===== config.mk =====
export PLATFORM = sky130hd
export DESIGN_NAME = instr_encoder
export DESIGN_NICKNAME = d
export VERILOG_FILES = /design/src/rtl/cpu19_pkg.sv /design/src/rtl/instr_encoder_fifo.sv /design/src/rtl/instr_encoder.sv
export SDC_FILE = /design/constraint.sdc
export NUM_CORES = 1
export LEC_CHECK = 0
export ABC_CLOCK_PERIOD_IN_PS = 2300
export BUFFER_PORTS_ARGS = -buffer_cell sky130_fd_sc_hd__clkbuf_2
export CAP_MARGIN = 20
export CORE_MARGIN = 10
export CORE_UTILIZATION = 35
export CTS_CLUSTER_DIAMETER = 30
export DETAILED_ROUTE_END_ITERATION = 8
export MAX_ROUTING_LAYER = met4
export PLACE_DENSITY = 0.63
export REMOVE_ABC_BUFFERS = 1
export SYNTH_ARGS = -nofsm -noshare
export SYNTH_HDL_FRONTEND = slang
export SYNTH_SLANG_ARGS = --single-unit

===== constraint.sdc =====
create_clock -name clk -period 2.3 [get_ports clk]
set_clock_uncertainty 0.05 [all_clocks]
set_input_delay 0.46 -clock clk [delete_from_list [all_inputs] [get_ports clk]]
set_output_delay 0.46 -clock clk [all_outputs]
set_load 0.02 [all_outputs]

===== src/rtl/cpu19_pkg.sv =====
// cpu19_pkg: definitions shared by the 19-bit instruction path.
// The encoder (write side) and the CPU controller (read side) both use it.
//   - opcode constants, and the fmt_t instruction-format enum
//   - op_to_fmt: opcode -> {valid, format}
//   - bit positions of the fields in the packed word
//   - enc_state_t, the state enum of instr_encoder
package cpu19_pkg;

    localparam int WORD_W = 19;

    // Opcodes. Any other value is an unknown op.
    localparam logic [4:0] OP_LOAD   = 5'h00;  // I format
    localparam logic [4:0] OP_ALUI   = 5'h04;  // I format
    localparam logic [4:0] OP_ALU    = 5'h0C;  // R format
    localparam logic [4:0] OP_BRANCH = 5'h18;  // B format
    localparam logic [4:0] OP_JAL    = 5'h1B;  // J format

    // The encoding matches the controller's immsrc: I=00, B=10, J=11.
    // The R format carries no immediate, so it takes the spare code 01.
    typedef enum logic [1:0] {
        FMT_I = 2'b00,
        FMT_R = 2'b01,
        FMT_B = 2'b10,
        FMT_J = 2'b11
    } fmt_t;

    typedef struct packed {
        logic valid;
        fmt_t fmt;
    } fmt_info_t;

    // Least-significant bit of each field in the packed word.
    localparam int OP_LSB   = 0;   // [4:0] in every format
    localparam int RD_LSB   = 5;   // R/I/J rd; in B this slot holds rs2
    localparam int F5_LSB   = 8;   // R/I funct5; in B this slot holds imm[4:0]
    localparam int RS1_LSB  = 13;  // R/I/B rs1
    localparam int RS2_LSB  = 16;  // R rs2; in I this slot holds imm[2:0]
    localparam int JIMM_LSB = 8;   // J imm[10:0] occupies [18:8]

    typedef enum logic [1:0] {
        ST_IDLE = 2'd0,
        ST_RUN  = 2'd1,
        ST_FULL = 2'd2
    } enc_state_t;

    function automatic fmt_info_t op_to_fmt(input logic [4:0] op);
        fmt_info_t r;
        r.valid = 1'b1;
        r.fmt   = FMT_R;
        case (op)
            OP_ALU:           r.fmt = FMT_R;
            OP_LOAD, OP_ALUI: r.fmt = FMT_I;
            OP_BRANCH:        r.fmt = FMT_B;
            OP_JAL:           r.fmt = FMT_J;
            default:          r.valid = 1'b0;
        endcase
        return r;
    endfunction

endpackage


===== src/rtl/instr_encoder_fifo.sv =====
// enc_fifo2: a two-entry FIFO that sits between the encoder and the
// instruction-memory write port.
// Ports:
//   clk, reset_n   clock, and an asynchronous active-low reset
//   flush          synchronous clear. It wins over push and pop.
//   push, wdata    enqueue. Ignored when the FIFO is full.
//   pop            dequeue. Ignored when the FIFO is empty.
//   full, empty    occupancy flags
//   head           oldest entry. Reset clears the storage, so head is 0 out of reset.
module enc_fifo2 #(
    parameter int W = 27
) (
    input  logic         clk,
    input  logic         reset_n,
    input  logic         flush,
    input  logic         push,
    input  logic         pop,
    input  logic [W-1:0] wdata,
    output logic         full,
    output logic         empty,
    output logic [W-1:0] head
);

    logic [W-1:0] mem [2];
    logic         wp;
    logic         rp;
    logic [1:0]   cnt;
    logic         do_push;
    logic         do_pop;

    assign full    = (cnt == 2'd2);
    assign empty   = (cnt == 2'd0);
    assign head    = mem[rp];
    assign do_push = push && !full;
    assign do_pop  = pop && !empty;

    always_ff @(posedge clk or negedge reset_n) begin
        if (!reset_n) begin
            mem[0] <= '0;
            mem[1] <= '0;
            wp     <= 1'b0;
            rp     <= 1'b0;
            cnt    <= 2'd0;
        end else if (flush) begin
            wp  <= 1'b0;
            rp  <= 1'b0;
            cnt <= 2'd0;
        end else begin
            if (do_push) begin
                mem[wp] <= wdata;
                wp      <= ~wp;
            end
            if (do_pop) begin
                rp <= ~rp;
            end
            cnt <= cnt + {1'b0, do_push} - {1'b0, do_pop};
        end
    end

endmodule


===== src/rtl/instr_encoder.sv =====
// instr_encoder: packs decoded instruction fields into 19-bit words. It
// writes the words to the instruction memory at consecutive addresses.
// Build option: define INSTR_ENC_RANGE_CHECK_EN to reject an I or B
// immediate that does not fit its field. Without it, the immediate is
// truncated to the field width.
// Handshakes: a bundle transfers on a rising edge where in_valid and in_ready are both high.
// A memory write completes on a rising edge where im_we and im_ready are both high.
// im_addr and im_wdata hold steady while im_we is high and im_ready is low.
// Ports:
//   clk, reset_n        clock, and an asynchronous active-low reset
//   start               pulse: enter RUN at address 0, clear the flags and the buffer
//   in_valid, in_ready  field-bundle handshake
//   op, funct5, rd, rs1, rs2, imm   the decoded fields. funct5[4] is the ALU's f7b5 bit.
//   im_we, im_ready, im_addr, im_wdata   memory write port
//   full                last address written
//   err, err_count      sticky reject flag, and a saturating count of rejects
//   dbg_state           current FSM state
module instr_encoder
    import cpu19_pkg::*;
#(
    parameter int AW = 8
) (
    input  logic          clk,
    input  logic          reset_n,
    input  logic          start,
    input  logic          in_valid,
    output logic          in_ready,
    input  logic [4:0]    op,
    input  logic [4:0]    funct5,
    input  logic [2:0]    rd,
    input  logic [2:0]    rs1,
    input  logic [2:0]    rs2,
    input  logic [10:0]   imm,
    output logic          im_we,
    input  logic          im_ready,
    output logic [AW-1:0] im_addr,
    output logic [18:0]   im_wdata,
    output logic          full,
    output logic          err,
    output logic [7:0]    err_count,
    output enc_state_t    dbg_state
);

    localparam logic [AW-1:0] LAST_ADDR = {AW{1'b1}};

    enc_state_t           state;
    logic [AW-1:0]        next_addr;
    logic                 last_alloc;  // address 2^AW-1 has been handed out
    logic                 fifo_full;
    logic                 fifo_empty;
    logic [AW+WORD_W-1:0] fifo_head;
    fmt_info_t            fi;
    logic                 imm_ok;
    logic [WORD_W-1:0]    word;
    logic                 hs;
    logic                 push;

    assign fi       = op_to_fmt(op);
    assign in_ready = (state == ST_RUN) && !fifo_full && !last_alloc;
    // A start pulse drops any bundle that transfers in the same cycle.
    assign hs       = in_valid && in_ready && !start;
    assign push     = hs && fi.valid && imm_ok;

    always_comb begin
        imm_ok = 1'b1;
`ifdef INSTR_ENC_RANGE_CHECK_EN
        // The immediate fits when every bit above the field repeats the field's sign bit.
        case (fi.fmt)
            FMT_I:   imm_ok = (imm[10:2] == {9{imm[2]}});
            FMT_B:   imm_ok = (imm[10:4] == {7{imm[4]}});
            default: imm_ok = 1'b1;
        endcase
`endif
    end

    always_comb begin
        word = '0;
        word[OP_LSB +: 5] = op;
        case (fi.fmt)
            FMT_R: begin
                word[RD_LSB  +: 3] = rd;
                word[F5_LSB  +: 5] = funct5;
                word[RS1_LSB +: 3] = rs1;
                word[RS2_LSB +: 3] = rs2;
            end
            FMT_I: begin
                word[RD_LSB  +: 3] = rd;
                word[F5_LSB  +: 5] = funct5;
                word[RS1_LSB +: 3] = rs1;
                word[RS2_LSB +: 3] = imm[2:0];
            end
            FMT_B: begin
                word[RD_LSB  +: 3] = rs2;
                word[F5_LSB  +: 5] = imm[4:0];
                word[RS1_LSB +: 3] = rs1;
            end
            default: begin
                word[RD_LSB   +: 3]  = rd;
                word[JIMM_LSB +: 11] = imm;
            end
        endcase
    end

    enc_fifo2 #(.W(AW + WORD_W)) u_fifo (
        .clk     (clk),
        .reset_n (reset_n),
        .flush   (start),
        .push    (push),
        .pop     (im_we && im_ready),
        .wdata   ({next_addr, word}),
        .full    (fifo_full),
        .empty   (fifo_empty),
        .head    (fifo_head)
    );

    assign im_we     = !fifo_empty;
    assign im_addr   = fifo_head[AW+WORD_W-1:WORD_W];
    assign im_wdata  = fifo_head[WORD_W-1:0];
    assign dbg_state = state;

    always_ff @(posedge clk or negedge reset_n) begin
        if (!reset_n) begin
            state      <= ST_IDLE;
            next_addr  <= '0;
            last_alloc <= 1'b0;
            full       <= 1'b0;
            err        <= 1'b0;
            err_count  <= 8'd0;
        end else if (start) begin
            state      <= ST_RUN;
            next_addr  <= '0;
            last_alloc <= 1'b0;
            full       <= 1'b0;
            err        <= 1'b0;
            err_count  <= 8'd0;
        end else begin
            case (state)
                ST_RUN: begin
                    if (hs) begin
                        if (push) begin
                            // Stop at the last address instead of wrapping.
                            if (next_addr == LAST_ADDR) last_alloc <= 1'b1;
                            else                        next_addr  <= next_addr + 1'b1;
                        end else begin
                            err <= 1'b1;
                            if (err_count != 8'hFF) err_count <= err_count + 8'd1;
                        end
                    end
                    // Enter FULL only after the last word has drained to memory.
                    if (last_alloc && fifo_empty) begin
                        state <= ST_FULL;
                        full  <= 1'b1;
                    end
                end
                default: ;
            endcase
        end
    end

endmodule


Yosys cells after proc, flatten, opt, wreduce, memory -nomap -nowiden
Index checks and enable logic that the tools add are counted.
{"block": "totals", "regBits": 79, "inputBits": 35, "wordCells": 109}
{"block": "classes", "add_sub_neg": 4, "magnitude_cmp": 3, "n_eq_ne": 12, "mux": 40, "bitwise": 5, "n_reduce_logical": 34}
{"op": "27-bit two-way mux", "count": 4}
{"op": "8-bit two-way mux", "count": 10}
{"op": "54-bit bitwise mux", "count": 1}
{"op": "27-bit demux with 1-bit select", "count": 1}
{"op": "11-bit one-hot mux with 2 select lines", "count": 1}
{"op": "1-bit two-way mux", "count": 17}
{"op": "8-bit by 1-bit adder with 8-bit output (second input constant)", "count": 2}
{"op": "2-bit nonzero test", "count": 8}
{"op": "4-bit AND reduction", "count": 3}
{"op": "5-bit == test (second input constant)", "count": 2}
{"op": "1-bit logical AND", "count": 10}
{"op": "3-bit one-hot mux with 3 select lines", "count": 1}
{"op": "8-bit == test (second input constant)", "count": 1}
{"op": "2-bit two-way mux", "count": 4}
{"op": "8-bit inequality test (second input constant)", "count": 1}
{"op": "2-bit one-hot mux with 3 select lines", "count": 1}
{"op": "5-bit by 3-bit == test with 1-bit output (second input constant)", "count": 1}
{"op": "5-bit by 4-bit == test with 1-bit output (second input constant)", "count": 1}
{"op": "5-bit zero test", "count": 1}
{"op": "5-bit OR reduction", "count": 1}
{"op": "2-bit by 1-bit == test with 1-bit output (second input constant)", "count": 2}
{"op": "2-bit == test (second input constant)", "count": 2}
{"op": "2-bit >= comparator (second input constant)", "count": 2}
{"op": "1-bit zero test", "count": 4}
{"op": "other kinds (10)", "count": 17}

Longest topological paths before layout
Gate-level depths: netlist (run 1).
{"block": "logic_depth", "word_depth": 11, "mapped_depth": 9, "depth_no_buf": 7}

Modules after synthesis
Synthesis (run 1) repeated with hierarchy kept, for this count alone.
{"block": "hier_totals", "cells_unflattened": 323, "area_unflattened_um2": 3992.6}
{"mod": "enc_fifo2", "instances": 1, "cells_per_inst": 167, "area_each_um2": 2566.2, "seq_area_each_um2": 1451.4}
{"mod": "instr_encoder", "instances": 1, "cells_per_inst": 156, "area_each_um2": 1426.4, "seq_area_each_um2": 500.5}

Worst setup path before layout (run 1)
Ideal clock, no wire load.
{"block": "synth_timing", "path_kind": "register to register", "startpoint": "reg state[1], in the netlist dbg_state[1]", "endpoint": "reg u_fifo.mem[34] in the netlist's numbering", "setup_time_ns": 0.125, "arrival_ns": 2.091, "required_ns": 2.125, "path_slack_ns": 0.034, "path_stages_with_launch": 7, "path_buffers": 1, "path_cell_list": "dfrtp_1 -> nor2_1 -> and3_1 -> nand2_1 -> nor4_4 -> buf_6 -> mux2_4"}
{"block": "synth_between", "elab_chain_len": 8}
{"item": "start, declared", "line_no": "instr_encoder.sv:46", "source": "enc_state_t state;"}
{"item": "start signal, assigned", "line_no": "instr_encoder.sv:123", "source": "state <= ST_IDLE;"}
{"item": "start signal, assigned", "line_no": "instr_encoder.sv:130", "source": "state <= ST_RUN;"}
{"item": "start signal, assigned", "line_no": "instr_encoder.sv:151", "source": "state <= ST_FULL;"}
{"item": "2-bit by 1-bit == test with 1-bit output", "line_no": "instr_encoder.sv:59", "source": "assign in_ready = (state == ST_RUN) && !fifo_full && !last_alloc;"}
{"item": "1-bit logical AND (2 in series)", "line_no": "instr_encoder.sv:59"}
{"item": "net in_ready", "line_no": "instr_encoder.sv:27", "source": "output logic in_ready,"}
{"item": "1-bit logical AND (2 in series)", "line_no": "instr_encoder.sv:61", "source": "assign hs = in_valid && in_ready && !start;"}
{"item": "1-bit logical AND", "line_no": "instr_encoder.sv:62", "source": "assign push = hs && fi.valid && imm_ok;"}
{"item": "1-bit logical AND", "line_no": "instr_encoder_fifo.sv:34", "source": "assign do_push = push && !full;"}
{"item": "2-bit AND reduction (no source line)"}
{"item": "end signal, assigned by index", "line_no": "instr_encoder_fifo.sv:50", "source": "mem[wp] <= wdata;"}
{"item": "end, declared", "line_no": "instr_encoder_fifo.sv:24", "source": "logic [W-1:0] mem [2];"}
The timed path passes the listed nets, and every way through them passes these cells.
A chain may end at the register's enable or synchronous reset.

Worst setup path after layout (run 1)
{"block": "layout_timing", "startpoint": "reg state[1], in the netlist dbg_state[1]", "endpoint": "reg u_fifo.mem[28] in the netlist's numbering"}
{"block": "layout_between", "elab_chain_len": 8}
{"item": "2-bit by 1-bit == test with 1-bit output", "line_no": "instr_encoder.sv:59"}
{"item": "1-bit logical AND (2 in series)", "line_no": "instr_encoder.sv:59"}
{"item": "1-bit logical AND (2 in series)", "line_no": "instr_encoder.sv:61"}
{"item": "1-bit logical AND", "line_no": "instr_encoder.sv:62"}
{"item": "1-bit logical AND", "line_no": "instr_encoder_fifo.sv:34"}
{"item": "2-bit AND reduction (no source line)"}
Every way passes these cells.

==> metrics.yaml, run 1 <==
cp_max_fo: 8
wl_um: 9060
relSlewSlack: 0.549
first_iter_violations: 102
slew_viol_final: 0
ys.flop_type: "dfrtp_1"
routabilityCongestion: 0.795
ys_warn_count: 0
critPathCaptureType: "flop"
hold_violations: 0
cap_violations: 0
syn_area_um2: 3950
dp_hpwl_um: 6680
core-area_um2: 10900
drive_gt1_frac: 0.481
outcome: "complete, no violations"
syn_inst: 319
startpoint_type: "flop"
grt_max_degree: 52
synth_edf_count: 0
p_comb_frac: 0.297
critical_path_required_ps: 2460
postRouteAntennaNets: 0
nets: 446
clockPowerShare: 0.317
start_util: 0.361
ys_async_sr_fraction: 1.00
worst_slew_pin_slew_ps: 676
cts_sinks: 78
cp.arrival_ps: 2170
layout_min_cycle_time_ps: 2010
antenna_cells: 0
p_leak_uw: 0.00235
crit_start: "dbg_state[1]"
clkSlewWorstSetupHoldPaths_ps: 60
fmax_mhz: 498
p_int_uw: 3060
p_sw_frac: 0.311
cts.htree.levels: 3
cts_tree: "done"
die_area_um2: 15900
setup_slack_ps: 291
grt.total_usage: 0.118
cts_setup_buffers: 0
area_delta_synth_final_pct: 23.6
drc: 0
synth_cell_types: 46
fp.dieH_um: 126
worst-setup-path-type: "reg2reg"
io_pins: 76
cts.repair.resized: 0
chipWidth_um: 126
seq_power_share: 0.387
rows: 38
grt_antenna_before_repair: 0
place_worst_setup_slack_ps: 69.1
vias_per_cell: 5.04
setup_viol: 0
cts_root_buf: "clkbuf_16"
grt_first_pass_wirelength_um: 15400
ir_worst_vdd_mv: 0.538
power_density_nw_per_um2: 909
ys_ff_latch: 78
grt_pass1_vias: 3041
grt-ovfl-total: 0
num_vias: 2783
p_switching_uw: 1380
clock_path_buffers: 2
rsz0062_at_grt: "no"
dr.pass1.iters: 4
port_buffers: 75
avgSynthCellArea_um2: 12.4
fin_crit_sh: 0.873
clock_latency_ps: 320
fin_setup_tns_ps: 0
hp-class: "in2async"
r2r_start: "dbg_state[1]"
synth-seq-area-share: 0.494
cts-hold-fix-buffers: 0
route.detailed.wl_per_inst_um: 16.4
cts_buffers: 9
==> worst max-delay path, stage by stage, from the launching register on <==
cell	delay (ps)
dfrtp_1	420
nor2_1	140
and3_1	190
nand2_1	210
nor4_4	290
buf_4	240
mux2_2	350
==> synth_stat cells, types with 2 or more instances <==
library cell | count | share of area
nand4b_1 | 2 | 0.0044
nor2_1 | 18 | 0.017
inv_1 | 8 | 0.0076
nor4_1 | 2 | 0.0032
or4_1 | 3 | 0.0057
buf_2 | 2 | 0.0025
o31ai_1 | 4 | 0.0076
buf_1 | 2 | 0.0019
o21ai_0 | 3 | 0.0038
a31oi_1 | 6 | 0.0095
ha_1 | 4 | 0.013
buf_6 | 3 | 0.0086
nand2b_1 | 2 | 0.0032
nand2_1 | 15 | 0.014
xnor2_1 | 3 | 0.0067
and3_1 | 2 | 0.0032
nand4_1 | 2 | 0.0032
mux2_4 | 10 | 0.038
dfrtp_1 | 78 | 0.49
a21oi_1 | 9 | 0.011
o211ai_1 | 2 | 0.0038
mux2_2 | 77 | 0.22
clkbuf_1 | 7 | 0.0067
and2_1 | 2 | 0.0032
and4_1 | 3 | 0.0067
o21a_1 | 2 | 0.0038
mux2_1 | 10 | 0.029
nor2b_1 | 6 | 0.0095
nand3_1 | 8 | 0.010
or3_1 | 5 | 0.0079
nor3_1 | 4 | 0.0051
==> cell type report <==
class	instances	area, µm²
Multi-Input combinational cell	218	1880
Inverter	8	30.0
Clock buffer	9	225
Tap cell	140	175
Sequential cell	78	1950
Fill cell	1041	6050
Clock inverter	7	73.8
Timing Repair Buffer	92	543
==> metrics by stage <==
step / util / area, µm² / power [µW] / hold slack (ps) / std cells
final: 0.446 / 4880 / 4440 / 118 / 552
after global routing: 0.446 / 4880 / 4690 / 155 / 552
after CTS: 0.446 / 4880 / 4510 / 148 / 552
after detailed placement: 0.419 / 4580 / 3080 / 426 / 536
after global placement: 0.419 / 4580 / 3060 / 413 / 536
after floorplan: - / 3860 / 2610 / 114 / 304
==> kinds of logic after synthesis <==
family | synth area share
muxes | 0.289
and+or+nand+nor | 0.112
DFF | 0.494
AOI/OAI and AO/OA | 0.0542
buffers and inverters | 0.0291
xor gates and xnor gates | 0.00887
adders and majority gates | 0.0127
==> sequential cells by signal (all words and copies together) (netlist names) <==
signal and count:
u_fifo.rp 1, dbg_state 2, next_addr 8, u_fifo.wp 1
u_fifo.mem 54, u_fifo.cnt 2, err_count 8, err 1
last_alloc 1
==> layout by cell type (no fill, tap or decap), drive strengths merged, types with 2 or more instances in the layout <==
| cell | instances |
|---|---|
| a21oi | 9 |
| a31oi | 6 |
| and2 | 2 |
| and3 | 2 |
| and4 | 3 |
| buf | 18 |
| clkbuf | 83 |
| clkinv | 4 |
| dfrtp | 78 |
| ha | 4 |
| inv | 9 |
| mux2 | 97 |
| nand2 | 15 |
| nand2b | 2 |
| nand3 | 8 |
| nand4 | 2 |
| nand4b | 2 |
| nor2 | 18 |
| nor2b | 6 |
| nor3 | 5 |
| nor4 | 3 |
| o211ai | 2 |
| o21a | 2 |
| o21ai | 4 |
| o31ai | 4 |
| or3 | 5 |
| or4 | 3 |
| xnor2 | 3 |
==> routing by layer <==
layer | global-route usage | vias up | share of wire
met5 | - | - | 0
met4 | 0.0315 | 0 | 0.0065
met3 | 0.0231 | 5 | 0.028
met2 | 0.192 | 47 | 0.50
met1 | 0.146 | 1388 | 0.46
li1 | - | 1343 | -
==> power by group through the flow <==
stage               logic [µW]  registers (µW)  clock network [µW]
floorplan                  863            1740                   0
global placement          1330            1730                   0
detailed placement        1340            1730                   0
CTS                       1350            1720                1440
global route              1440            1750                1500
finish                    1320            1720                1410
==> worst paths after layout <==
kind                            cells past startpoint  slack [ps]             end
worst max-delay path                                6         290  u_fifo.mem[28]
worst min-delay path                                1         120    err_count[0]
worst max register to register                      6         290  u_fifo.mem[28]
worst min register to register                      1         430  u_fifo.mem[51]
max in group asynchronous                           2        1470    dbg_state[1]
min in group clk                                    2         390  u_fifo.mem[29]
(Power assumes the default switching activity.)
==> inputs of run 2 (changes only) <==
--- a/config.mk
+++ b/config.mk
@@ -12,7 +12,6 @@
 export CORE_UTILIZATION = 35
 export CTS_CLUSTER_DIAMETER = 30
 export DETAILED_ROUTE_END_ITERATION = 8
-export MAX_ROUTING_LAYER = met4
 export PLACE_DENSITY = 0.63
 export REMOVE_ABC_BUFFERS = 1
 export SYNTH_ARGS = -nofsm -noshare
==> run 2 against run 1 <==
Sequential cell count stayed put. Worst hold slack worse by 9.1 ps. Count of clock-buffer cells in the layout stayed put. Critical path type unchanged.
==> metrics.yaml, run 2 (synthesis results as in run 1) <==
outcome: "complete, no violations"
grt-ovfl-total: 0  # unchanged
p_sw_frac: 0.310  # -0.000550
postRouteAntennaNets: 0  # unchanged
seq_power_share: 0.387  # about the same
nets: 446  # unchanged
fill_cells: 1041  # unchanged
cts_tree: "done"
cts_buffers: 9  # unchanged
wl_um: 9050  # about the same
cp_max_fo: 8  # unchanged
crit_chain: "nor2_1 > and3_1 > nand2_1 > nor4_4 > buf_4 > mux2_2"
route.detailed.wl_per_inst_um: 16.4  # about the same
cts.repair.resized: 0  # unchanged
final_common_cell: "dfrtp_1"
final_cell_mix: "dfrtp_1 (78), mux2_2 (77), clkbuf_2 (74), nor2_1 (18)"
vias_per_cell: 5.01  # -0.54%
relSlewSlack: 0.539  # -0.0105
grt_max_degree: 52  # unchanged
rows: 38  # unchanged
cts.htree.levels: 3  # unchanged
area_delta_synth_final_pct: 23.6  # unchanged
rsz0062_at_grt: "no"
top_usage_layer: "met2"
met1_usage: 0.146  # +0.000504
antenna_cells: 0  # unchanged
drc: 0  # unchanged
layout_min_cycle_time_ps: 2010  # +6.00 ps
drive_gt1_frac: 0.481  # unchanged
grt_first_pass_wirelength_um: 15400  # +0.18%
worst_slew_pin_slew_ps: 692  # +15.7 ps
cp.arrival_ps: 2170  # about the same
critPathTopFamily: "simple AND/OR/NAND/NOR gates"
cts-hold-fix-buffers: 0  # unchanged
cpPeakStageDelay_ps: 420  # about the same
num_vias: 2768  # -0.54%
slew_viol_final: 0  # unchanged
clock_path_buffers: 2  # unchanged
cap_violations: 0  # unchanged
largest_reg_flops: 54  # unchanged
clkSlewWorstSetupHoldPaths_ps: 60  # about the same
cts_setup_buffers: 0  # unchanged
grt_antenna_before_repair: 0  # unchanged
port_buffers: 75  # unchanged
place_worst_setup_slack_ps: 69.1  # unchanged
setup_viol: 0  # unchanged
setup_slack_ps: 285  # -6.00 ps
power_density_nw_per_um2: 909  # about the same
use_met3: 0.0277  # +0.00461
cts_root_buf: "clkbuf_16"
p_leak_uw: 0.00235  # unchanged
start_util: 0.361  # unchanged
p_comb_frac: 0.297  # about the same
multi_input_area_um2: 1880  # unchanged
seqCellArea_um2: 1950  # unchanged
cp_num_buf_inv: 1  # unchanged
fmax_mhz: 496  # -0.30%
routabilityCongestion: 0.784  # -1.4%
first_iter_violations: 86  # -16%
dr.pass1.iters: 4  # unchanged
slowest_stage: "dfrtp_1"
chipWidth_um: 126  # unchanged
fp.dieH_um: 126  # unchanged
ir_worst_vdd_mv: 0.535  # -0.60%
startpoint_type: "flop"
fin_crit_sh: 0.876  # +0.00261
grt_use_met2: 0.189  # -0.00305
cts_sinks: 78  # unchanged
hold_violations: 0  # unchanged
io_pins: 76  # unchanged
hold_ws_ps: 109  # -9.08 ps
grt_pass1_vias: 3029  # -0.39%
clockPowerShare: 0.316  # about the same
p_int_uw: 3060  # about the same
worst-setup-path-type: "reg2reg"
clock_latency_ps: 320  # about the same
critical_path_required_ps: 2460  # about the same
core-area_um2: 10900  # unchanged
largest_register: "u_fifo.mem"
p_switching_uw: 1380  # -0.26%
critPathCaptureType: "flop"
hp-class: "in2async"
reg_top3: "u_fifo.mem x54, err_count x8, next_addr x8"
grt.total_usage: 0.115  # -0.00307
die_area_um2: 15900  # unchanged
dp_hpwl_um: 6680  # unchanged
run 2: cell counts in the layout (fill, tap and decap cells not counted):
No cell type changed its count.
run 2: worst paths after layout:
kind,from,end,slack [ps],cells past startpoint
worst max-delay path,dbg_state[1],u_fifo.mem[28],290,6
worst min-delay path,reset_n,err_count[0],110,1
worst max register to register,dbg_state[1],u_fifo.mem[28],290,6
worst min register to register,u_fifo.mem[46],u_fifo.mem[46],440,1
max in group asynchronous,reset_n,u_fifo.mem[47],1490,2
min in group clk,op[2],u_fifo.mem[29],390,2
run 2: worst register-to-register path, cell delays in order, from the launching register on:
cell and delay (ps):
dfrtp_1 420, nor2_1 140, and3_1 190, nand2_1 220
nor4_4 290, buf_4 240, mux2_2 350
run 2: layer usage:
| metal | part of all wire | vias to the layer above |
|---|---|---|
| li1 | - | 1343 |
| met1 | 0.46 | 1377 |
| met2 | 0.50 | 44 |
| met3 | 0.036 | 4 |
| met4 | 0.0049 | 0 |
| met5 | 0 | - |
run 2: area by class of cell:
class                      instances  area share
clock inverter                     7      0.0151
timing repair buffer              92       0.111
inverter                           8     0.00615
multi-input combinational        218       0.386
clock buffer                       9      0.0461
tap                              140      0.0359
sequential                        78       0.400
run 2: per-stage QoR:
stage / power (µW) / area, µm² / utilization / setup TNS [ps] / instances
floorplan: 2610 / 3860 / - / -27770 / 304
global placement: 3060 / 4580 / 0.419 / 0 / 536
detailed placement: 3080 / 4580 / 0.419 / 0 / 536
CTS: 4510 / 4880 / 0.446 / 0 / 552
global route: 4690 / 4880 / 0.446 / 0 / 552
finish: 4440 / 4880 / 0.446 / 0 / 552
run 2: power groups by stage:
stage / clock [µW] / sequential (µW) / combinational (µW)
2_1_floorplan: 0 / 1740 / 863
3_5_place_dp: 0 / 1730 / 1340
6_report: 1400 / 1720 / 1320
4_1_cts: 1440 / 1720 / 1350
5_1_grt: 1500 / 1750 / 1440
3_3_place_gp: 0 / 1730 / 1330
